--- src/rtl/iir_result_packer.sv ---
`default_nettype none
// ============================================================================
// Module   : iir_result_packer
// Purpose  : Buffers per-cycle IIR filter results in a small FIFO and
//            serializes each one as three little-endian bytes on a
//            valid/ready byte stream. Results arriving while the FIFO is
//            full and not draining are dropped and flagged by a sticky
//            overflow bit.
// Options  : IIR_PACK_CKSUM_EN - when defined, an XOR checksum byte of all
//            data bytes is appended after every FRAME_LEN results.
// Ports    : clk        - clock, rising edge
//            rst        - asynchronous reset, active low
//            in_valid   - result strobe
//            in_data    - result word (DATA_W bits)
//            out_valid  - out_byte holds a valid byte (registered)
//            out_ready  - consumer accepts out_byte
//            out_byte   - serialized byte (registered)
//            overflow   - sticky, a result was dropped
//            fifo_level - FIFO occupancy (excludes the result being sent)
// Revision : 1.0 - initial release
// ============================================================================
module iir_result_packer #(
    parameter int DATA_W     = 17,
    parameter int FIFO_DEPTH = 8,
    parameter int FRAME_LEN  = 9
) (
    input  logic                          clk,
    input  logic                          rst,
    input  logic                          in_valid,
    input  logic [DATA_W-1:0]             in_data,
    output logic                          out_valid,
    input  logic                          out_ready,
    output logic [7:0]                    out_byte,
    output logic                          overflow,
    output logic [$clog2(FIFO_DEPTH):0]   fifo_level
);

    localparam int                 c_PTR_W = $clog2(FIFO_DEPTH);
    localparam logic [c_PTR_W:0]   c_FULL  = (c_PTR_W+1)'(FIFO_DEPTH);

    // Elaboration-time parameter sanity checks
    if (DATA_W < 9 || DATA_W > 24) begin : g_bad_data_w
        $error("iir_result_packer: DATA_W must be 9..24");
    end
    if (FIFO_DEPTH < 2 || (FIFO_DEPTH & (FIFO_DEPTH - 1)) != 0) begin : g_bad_depth
        $error("iir_result_packer: FIFO_DEPTH must be a power of two >= 2");
    end
    if (FRAME_LEN < 1) begin : g_bad_frame
        $error("iir_result_packer: FRAME_LEN must be >= 1");
    end

    typedef enum logic [2:0] {
        S_IDLE,
        S_B0,
        S_B1,
        S_B2
`ifdef IIR_PACK_CKSUM_EN
        , S_CK
`endif
    } state_t;

    state_t                 r_state;
    state_t                 w_state_nxt;
    logic [DATA_W-1:0]      r_mem [FIFO_DEPTH];
    logic [c_PTR_W-1:0]     r_wptr;
    logic [c_PTR_W-1:0]     r_rptr;
    logic [c_PTR_W:0]       r_level;
    logic                   r_overflow;
    logic [23:8]            r_data;      // upper bytes of the result being sent
    logic [7:0]             r_out_byte;
    logic                   r_out_valid;

    logic                   w_accept;
    logic                   w_nonempty;
    logic [23:0]            w_head;
    logic                   w_pop;
    logic                   w_push;
    logic [7:0]             w_byte_nxt;
    logic                   w_valid_nxt;

`ifdef IIR_PACK_CKSUM_EN
    localparam int                 c_FC_W    = $clog2(FRAME_LEN + 1);
    localparam logic [c_FC_W-1:0]  c_FC_LAST = c_FC_W'(FRAME_LEN - 1);
    logic [7:0]             r_cksum;
    logic [c_FC_W-1:0]      r_frame_cnt;
`endif

    assign w_accept   = r_out_valid & out_ready;
    assign w_nonempty = (r_level != '0);
    assign w_head     = 24'(r_mem[r_rptr]);   // zero pad above DATA_W
    // A full FIFO still takes a push when the head leaves on the same edge.
    assign w_push     = in_valid & ((r_level != c_FULL) | w_pop);

    // Next-state / next-output logic
    always_comb begin
        w_state_nxt = r_state;
        w_pop       = 1'b0;
        w_byte_nxt  = r_out_byte;
        w_valid_nxt = r_out_valid;
        case (r_state)
            S_IDLE: begin
                if (w_nonempty) begin
                    w_pop       = 1'b1;
                    w_state_nxt = S_B0;
                    w_byte_nxt  = w_head[7:0];
                    w_valid_nxt = 1'b1;
                end
            end
            S_B0: begin
                if (w_accept) begin
                    w_state_nxt = S_B1;
                    w_byte_nxt  = r_data[15:8];
                end
            end
            S_B1: begin
                if (w_accept) begin
                    w_state_nxt = S_B2;
                    w_byte_nxt  = r_data[23:16];
                end
            end
            S_B2: begin
                if (w_accept) begin
`ifdef IIR_PACK_CKSUM_EN
                    if (r_frame_cnt == c_FC_LAST) begin
                        // Checksum must include the B2 byte leaving now.
                        w_state_nxt = S_CK;
                        w_byte_nxt  = r_cksum ^ r_out_byte;
                    end else
`endif
                    if (w_nonempty) begin
                        w_pop       = 1'b1;
                        w_state_nxt = S_B0;
                        w_byte_nxt  = w_head[7:0];
                    end else begin
                        w_state_nxt = S_IDLE;
                        w_byte_nxt  = 8'h00;
                        w_valid_nxt = 1'b0;
                    end
                end
            end
`ifdef IIR_PACK_CKSUM_EN
            S_CK: begin
                if (w_accept) begin
                    if (w_nonempty) begin
                        w_pop       = 1'b1;
                        w_state_nxt = S_B0;
                        w_byte_nxt  = w_head[7:0];
                    end else begin
                        w_state_nxt = S_IDLE;
                        w_byte_nxt  = 8'h00;
                        w_valid_nxt = 1'b0;
                    end
                end
            end
`endif
            default: begin
                w_state_nxt = S_IDLE;
                w_byte_nxt  = 8'h00;
                w_valid_nxt = 1'b0;
            end
        endcase
    end

    // State, pointers, level and output registers
    always_ff @(posedge clk or negedge rst) begin
        if (!rst) begin
            r_state     <= S_IDLE;
            r_wptr      <= '0;
            r_rptr      <= '0;
            r_level     <= '0;
            r_overflow  <= 1'b0;
            r_data      <= '0;
            r_out_byte  <= 8'h00;
            r_out_valid <= 1'b0;
        end else begin
            r_state     <= w_state_nxt;
            r_out_byte  <= w_byte_nxt;
            r_out_valid <= w_valid_nxt;
            if (w_pop) begin
                r_data <= w_head[23:8];
                r_rptr <= r_rptr + c_PTR_W'(1);
            end
            if (w_push) begin
                r_wptr <= r_wptr + c_PTR_W'(1);
            end
            case ({w_push, w_pop})
                2'b10:   r_level <= r_level + (c_PTR_W+1)'(1);
                2'b01:   r_level <= r_level - (c_PTR_W+1)'(1);
                default: r_level <= r_level;
            endcase
            if (in_valid && !w_push) begin
                r_overflow <= 1'b1;
            end
        end
    end

`ifdef IIR_PACK_CKSUM_EN
    always_ff @(posedge clk or negedge rst) begin
        if (!rst) begin
            r_cksum     <= 8'h00;
            r_frame_cnt <= '0;
        end else if (w_accept) begin
            case (r_state)
                S_B0, S_B1: r_cksum <= r_cksum ^ r_out_byte;
                S_B2: begin
                    r_cksum     <= r_cksum ^ r_out_byte;
                    r_frame_cnt <= r_frame_cnt + c_FC_W'(1);
                end
                S_CK: begin
                    r_cksum     <= 8'h00;
                    r_frame_cnt <= '0;
                end
                default: ;
            endcase
        end
    end
`endif

    // FIFO storage; contents need no reset because occupancy gates reads.
    always_ff @(posedge clk) begin
        if (w_push) begin
            r_mem[r_wptr] <= in_data;
        end
    end

    assign out_valid  = r_out_valid;
    assign out_byte   = r_out_byte;
    assign overflow   = r_overflow;
    assign fifo_level = r_level;

endmodule
`default_nettype wire

--- config.mk ---
export PLATFORM = sky130hd
export DESIGN_NAME = iir_result_packer
export DESIGN_NICKNAME = d
export VERILOG_FILES = /design/src/rtl/iir_result_packer.sv
export SDC_FILE = /design/constraint.sdc
export NUM_CORES = 1
export LEC_CHECK = 0
export CORE_MARGIN = 2
export CORE_UTILIZATION = 50
export CTS_CLUSTER_SIZE = 8
export DETAILED_ROUTE_END_ITERATION = 10
export DONT_BUFFER_PORTS = 1
export PLACE_DENSITY_LB_ADDON = 0.3
export SLEW_MARGIN = 20
export SYNTH_ARGS = -nofsm -noshare
export SYNTH_HDL_FRONTEND = slang
export SYNTH_SLANG_ARGS = --single-unit
--- constraint.sdc ---
create_clock -name clk -period 4.06 [get_ports clk]
set_input_delay 0.812 -clock clk [delete_from_list [all_inputs] [get_ports clk]]
set_output_delay 0.812 -clock clk [all_outputs]
set_load 0.01 [all_outputs]
---- Word level (Yosys, flattened, before mapping) ----
Memory sizes are Yosys's and may differ from the RTL's.
Index checks and enable logic that the tools add are counted.
cells by class
  $add $sub $neg .......................... 4
  eq/ne operators ......................... 11
  mux-type cells .......................... 22
  bitwise operators ....................... 4
  reductions and logical operators ........ 8
operators with widths
  kind                 number
  $mux 8               5
  $pmux 8 s4           1
  $mux 3               4
  $pmux 3 s4           1
  $ne 2x2->1 const B   5
  $mux 1               8
  $pmux 4 s2           1
  $reduce_and 4->1     2
  $add 3x1->3 const B  2
  $eq 3x2->1 const B   2
  $add 4x1->4 const B  1
  $ne 4x4->1 const B   1
  $reduce_bool 4->1    1
  $sub 4x1->4 const B  1
  $eq 3x1->1 const B   1
  $logic_not 3->1      1
  $pmux 1 s3           1
  $and 1x1->1          2
  $eq 2x1->1 const B   1
  $eq 2x2->1 const B   1
  $pmux 1 s2           1
  $reduce_bool 2->1    1
  $reduce_or 2->1      1
  $logic_and 1x1->1    1
  other kinds (3)      3
word-level totals
  bits in registers ....................... 32
  bits in writable memories ............... 136
  logic and storage cells ................. 58
  memories ................................ 1
memory list
  name   words  bits a word  rd ports  clocked after memory_dff  wr ports  RTL line  text
  r_mem  8      17           1         0                         1         64        logic [DATA_W-1:0] r_mem [FIFO_DEPTH];

---- Logic depth before layout (Yosys ltp) ----
  depth after elaboration ................. 8
  depth in mapped cells ................... 11
  gate-level depth less buffers ........... 11

---- Worst setup path before layout ----
No wires, ideal clock.
  path kind ............................... input port to flip-flop
  from .................................... in out_ready
  to ...................................... mem r_mem[0][0], enable pin
  library setup time ...................... 0.435 ns
  arrival ................................. 2.991 ns
  slack ................................... 0.634 ns
  stages .................................. 4
  path through ............................ a31oi_1 > nor2_1 > o21ai_1 > nor4_1
on the way
  word-level cells in the longest chain between the ends .. 7
RTL lines
  item                          RTL line  text
  start, declared               32        input logic out_ready,
  $and 1x1->1                   88        assign w_accept = r_out_valid & out_ready;
  $mux 1                        122       if (w_accept) begin
  $pmux 1 s2                    100       case (r_state)
  $or 1x1->1                    92        assign w_push = in_valid & ((r_level != c_FULL) | w_pop);
  $and 1x1->1                   92
  $mux 1                        221       if (w_push) begin
  $mux 1 (not written as such)  222       r_mem[r_wptr] <= in_data;
  end, declared                 64
Every way passes these cells.

---- Worst setup path in the final report ----
  from .................................... reg r_state[0]
  to ...................................... reg r_level[3] (netlist: fifo_level[3])
on the way
  word-level cells in the longest chain between the ends .. 6
  elaborated cells on any way between the ends .. 9
RTL lines
  item                                             RTL line  text
  start, declared                                  62        state_t r_state;
  start signal, assigned                           176       r_state <= w_state_nxt;
  $eq 3x2->1 or $logic_not 3->1 (tied branches)    100
  $pmux 1 s2 *                                     100
  $or 1x1->1                                       92
  $and 1x1->1                                      92
  $eq 2x1->1 or $eq 2x2->1 (tied branches)         186       case ({w_push, w_pop})
  $pmux 4 s2 or $reduce_bool 2->1 (tied branches)  -
  end signal, assigned                             187       2'b10: r_level <= r_level + (c_PTR_W+1)'(1);
  end signal, assigned                             188       2'b01: r_level <= r_level - (c_PTR_W+1)'(1);
  end signal, assigned                             189       default: r_level <= r_level;
  end, declared                                    67        logic [c_PTR_W:0] r_level;
Mark *: on every way between the ends. The rest lies on a longest branch, timed or not.
A chain may end at the register's enable or synchronous reset.

==> run metrics <==
status finished, final reports clean; CP delay by family, top simple AND/OR/NAND/NOR gates; met3 wire length 404 um; largest net degree at the start of global routing 32; RSZ-0062 raised after global routing no; setup bufs post-CTS 0; Highest Signal Layer met4; routed len/inst 21.5 um; min-delay worst type primary input to asynchronous set/reset pin; GPL Wtd Cong ~0.8; Syn Area/Cell just under 20 sq um; CTS root buf clkbuf_16; hold_buf cts 0; nets@finish 392; DIE AREA between 10000 and 15000 sq um; Slew @ Worst Pin 929 ps; Slew HR a little under two fifths; met1 WL between 5 and 6 mm; vias in the first global route roughly 3300; final hold viol count 0; fmax 304 MHz; VDD IR max 0.357 mV; cell taking the most area after synthesis edfxtp_1; met2 routed WL 6.00 mm; CP startpoint kind flop; first-pass GRT wire length roughly 19 mm; Syn Inst Count ~350; Pwr per Cell Area between 700 and 800 nW/um^2; post_cts resized 0; CTS tree done; Seq/Total Area, Yosys between 70% and 80%; routed via count roughly 3200; Reg2Reg Setup Slack between 700 and 800 ps; GRT Util Overall 18.2%; Worst Setup EP fifo_level[3]; initial DRC count between 100 and 150; Mapped Nets about 380; post-synth cell types 43; Pre-antenna DRT Iters 4; H-Tree Depth 4; drc violations 0; Critical path buffers and inverters 2; die boundary height approximately 120 um; I/O Buffers 0; max-slew violations 0; Synth area leaders edfxtp_1 61%, dfrtp_1 12%, mux4_2 9.4%; final cell count without fillers about 550; clock tree buffer depth 2; area delta synth->final 12.9%; beginning of the critical path r_state[0]; asr flop ratio synth 18.6%; total gr overflow 0; worst path required time 4410 ps; final setup vio count 0; number of synthesized flops with an enable pin about 140; vias per cell ~5.7; FF-to-FF End fifo_level[3]; crit-path max cell delay around 690 ps; period utilization between 80 and 90%; crit path time final ~3300 ps; CP max stage cell nor3_4; post-route ant nets 0; Die W approximately 120 um; Top Ports 35; initial antenna violation count 0; initial core utilization 50.8%; Synth Flop Type edfxtp_1; Seq cells post-synth 167; Placeable Area approximately 13000 sq um; area fraction of the dominant cell type after synthesis just over 60%; pre-CTS setup slack roughly 420 ps; FP Rows 42; Arr. time, crit path about 3600 ps; Clk pin slew, worst setup/hold paths 60 ps; CTS Buf Count 17; Synth warnings 0; hpwl dp between 7 and 8 mm; CP Depth 10; Worst Reg2Reg Path Length in Cells 10; CP max FO 22; crit path capture type flop; Tot Pwr slightly below 6 mW; Max-cap violations 0; top post-synthesis cells by count 136 x edfxtp_1, 31 x dfrtp_1, 28 x mux4_2; CP Class flop to flop; reg2reg start r_state[0]; clk sink count around 170; setup TNS 0 ps; final worst slack approximately 770 ps; leakage 2.58 nW; FILL cells ~1000; Clock Skew 6.65 ps; Netlist Area Pre-Place around 6700 sq um; final WL approximately 12 mm; top-count cell post-synth edfxtp_1; share of post-route cells with drive strength above 1 24.5%; Ant. Diodes 0; # placed instances slightly above 500; Clock Latency Late Sink around 420 ps; crit-path cells inv_1, ha_1, nor3_4, nand2b_1, inv_2, ha_1, a21o_1, a2111o_1, or4_1, nand4_1; most used cell, CP ha_1
-- layout by cell type, fill, tap and decap left out, types with 3 or more instances in the layout --
cell type,Yosys,final
buf_4,2,12
bufinv_16,0,4
a22oi_1,7,7
ha_1,8,8
inv_1,6,6
nor2_1,20,17
nor2_2,0,3
mux4_2,28,28
clkbuf_1,7,4
nand2b_1,5,5
a21oi_1,18,18
edfxtp_1,136,136
clkinv_2,0,5
dfrtp_1,31,30
nor3_2,1,4
mux4_1,6,6
mux2i_1,11,11
nand2_1,5,5
xnor2_1,5,5
mux2_2,11,11
clkbuf_16,0,17
-- area by class of cell --
cell class	count	area, sq um	share of cell area, %
Clock buffer	21	440	5.84
Clock inverter	11	158	2.09
Inverter	7	26.3	0.348
Multi-Input combinational cell	157	1750	23.2
Sequential cell	167	4860	64.4
Tap cell	176	220	2.92
Timing Repair Buffer	12	90.1	1.19
-- flip-flops by register name (all words and copies together) (netlist names) --
| register | cells |
|---|---|
| out_byte | 8 |
| fifo_level | 4 |
| r_data | 9 |
| r_wptr | 3 |
| overflow | 1 |
| r_mem | 136 |
| r_state | 2 |
| r_rptr | 3 |
| out_valid | 1 |
-- per-stage QoR --
stage,util (%),hold slack (ps),cell area [sq um]
2_1_floorplan,-,495,6680
3_3_place_gp,52.8,517,6940
3_5_place_dp,52.8,517,6940
4_1_cts,57.4,68.4,7540
5_1_grt,57.4,58.4,7540
6_report,57.4,85.6,7540
-- kinds of logic after synthesis --
logic type	Yosys count	share of synthesized area (%)
xor gates and xnor gates	6	0.787
and+or+nand+nor	45	3.60
DFF	167	72.7
adders and majority gates	9	1.80
AOI/OAI and AO/OA	41	4.06
muxes	56	15.3
buffers and inverters	23	1.70
-- worst register-to-register path: cells and delay by family (launching register included) --
| kind | cells | cell delay (ps) |
|---|---|---|
| flops | 1 | 380 |
| fa+ha+maj | 2 | 640 |
| simple gates | 4 | 1400 |
| buf+inv | 2 | 190 |
| compound gates | 2 | 620 |
-- power breakdown --
group / total, mW / switching [mW] / internal (mW)
combinational: 1.72 / 0.890 / 0.825
sequential: 2.56 / 0.323 / 2.24
clock: 1.62 / 0.596 / 1.02
-- layer usage --
metal | GRT usage [%] | vias to the layer above
li1 | - | 1427
met1 | 23.4 | 1662
met2 | 29.4 | 49
met3 | 5.80 | 19
met4 | 6.84 | 0
met5 | 0 | -
-- worst min path at each step --
stage / from / end / cells past startpoint
after global placement: rst / out_byte[0] / 0
after detailed placement: rst / out_byte[1] / 0
final: rst / fifo_level[3] / 0
after CTS: rst / fifo_level[0] / 0
after global routing: rst / overflow / 0
after floorplan: r_data[16] / r_data[16] / 2
(Power assumes the default switching activity.)
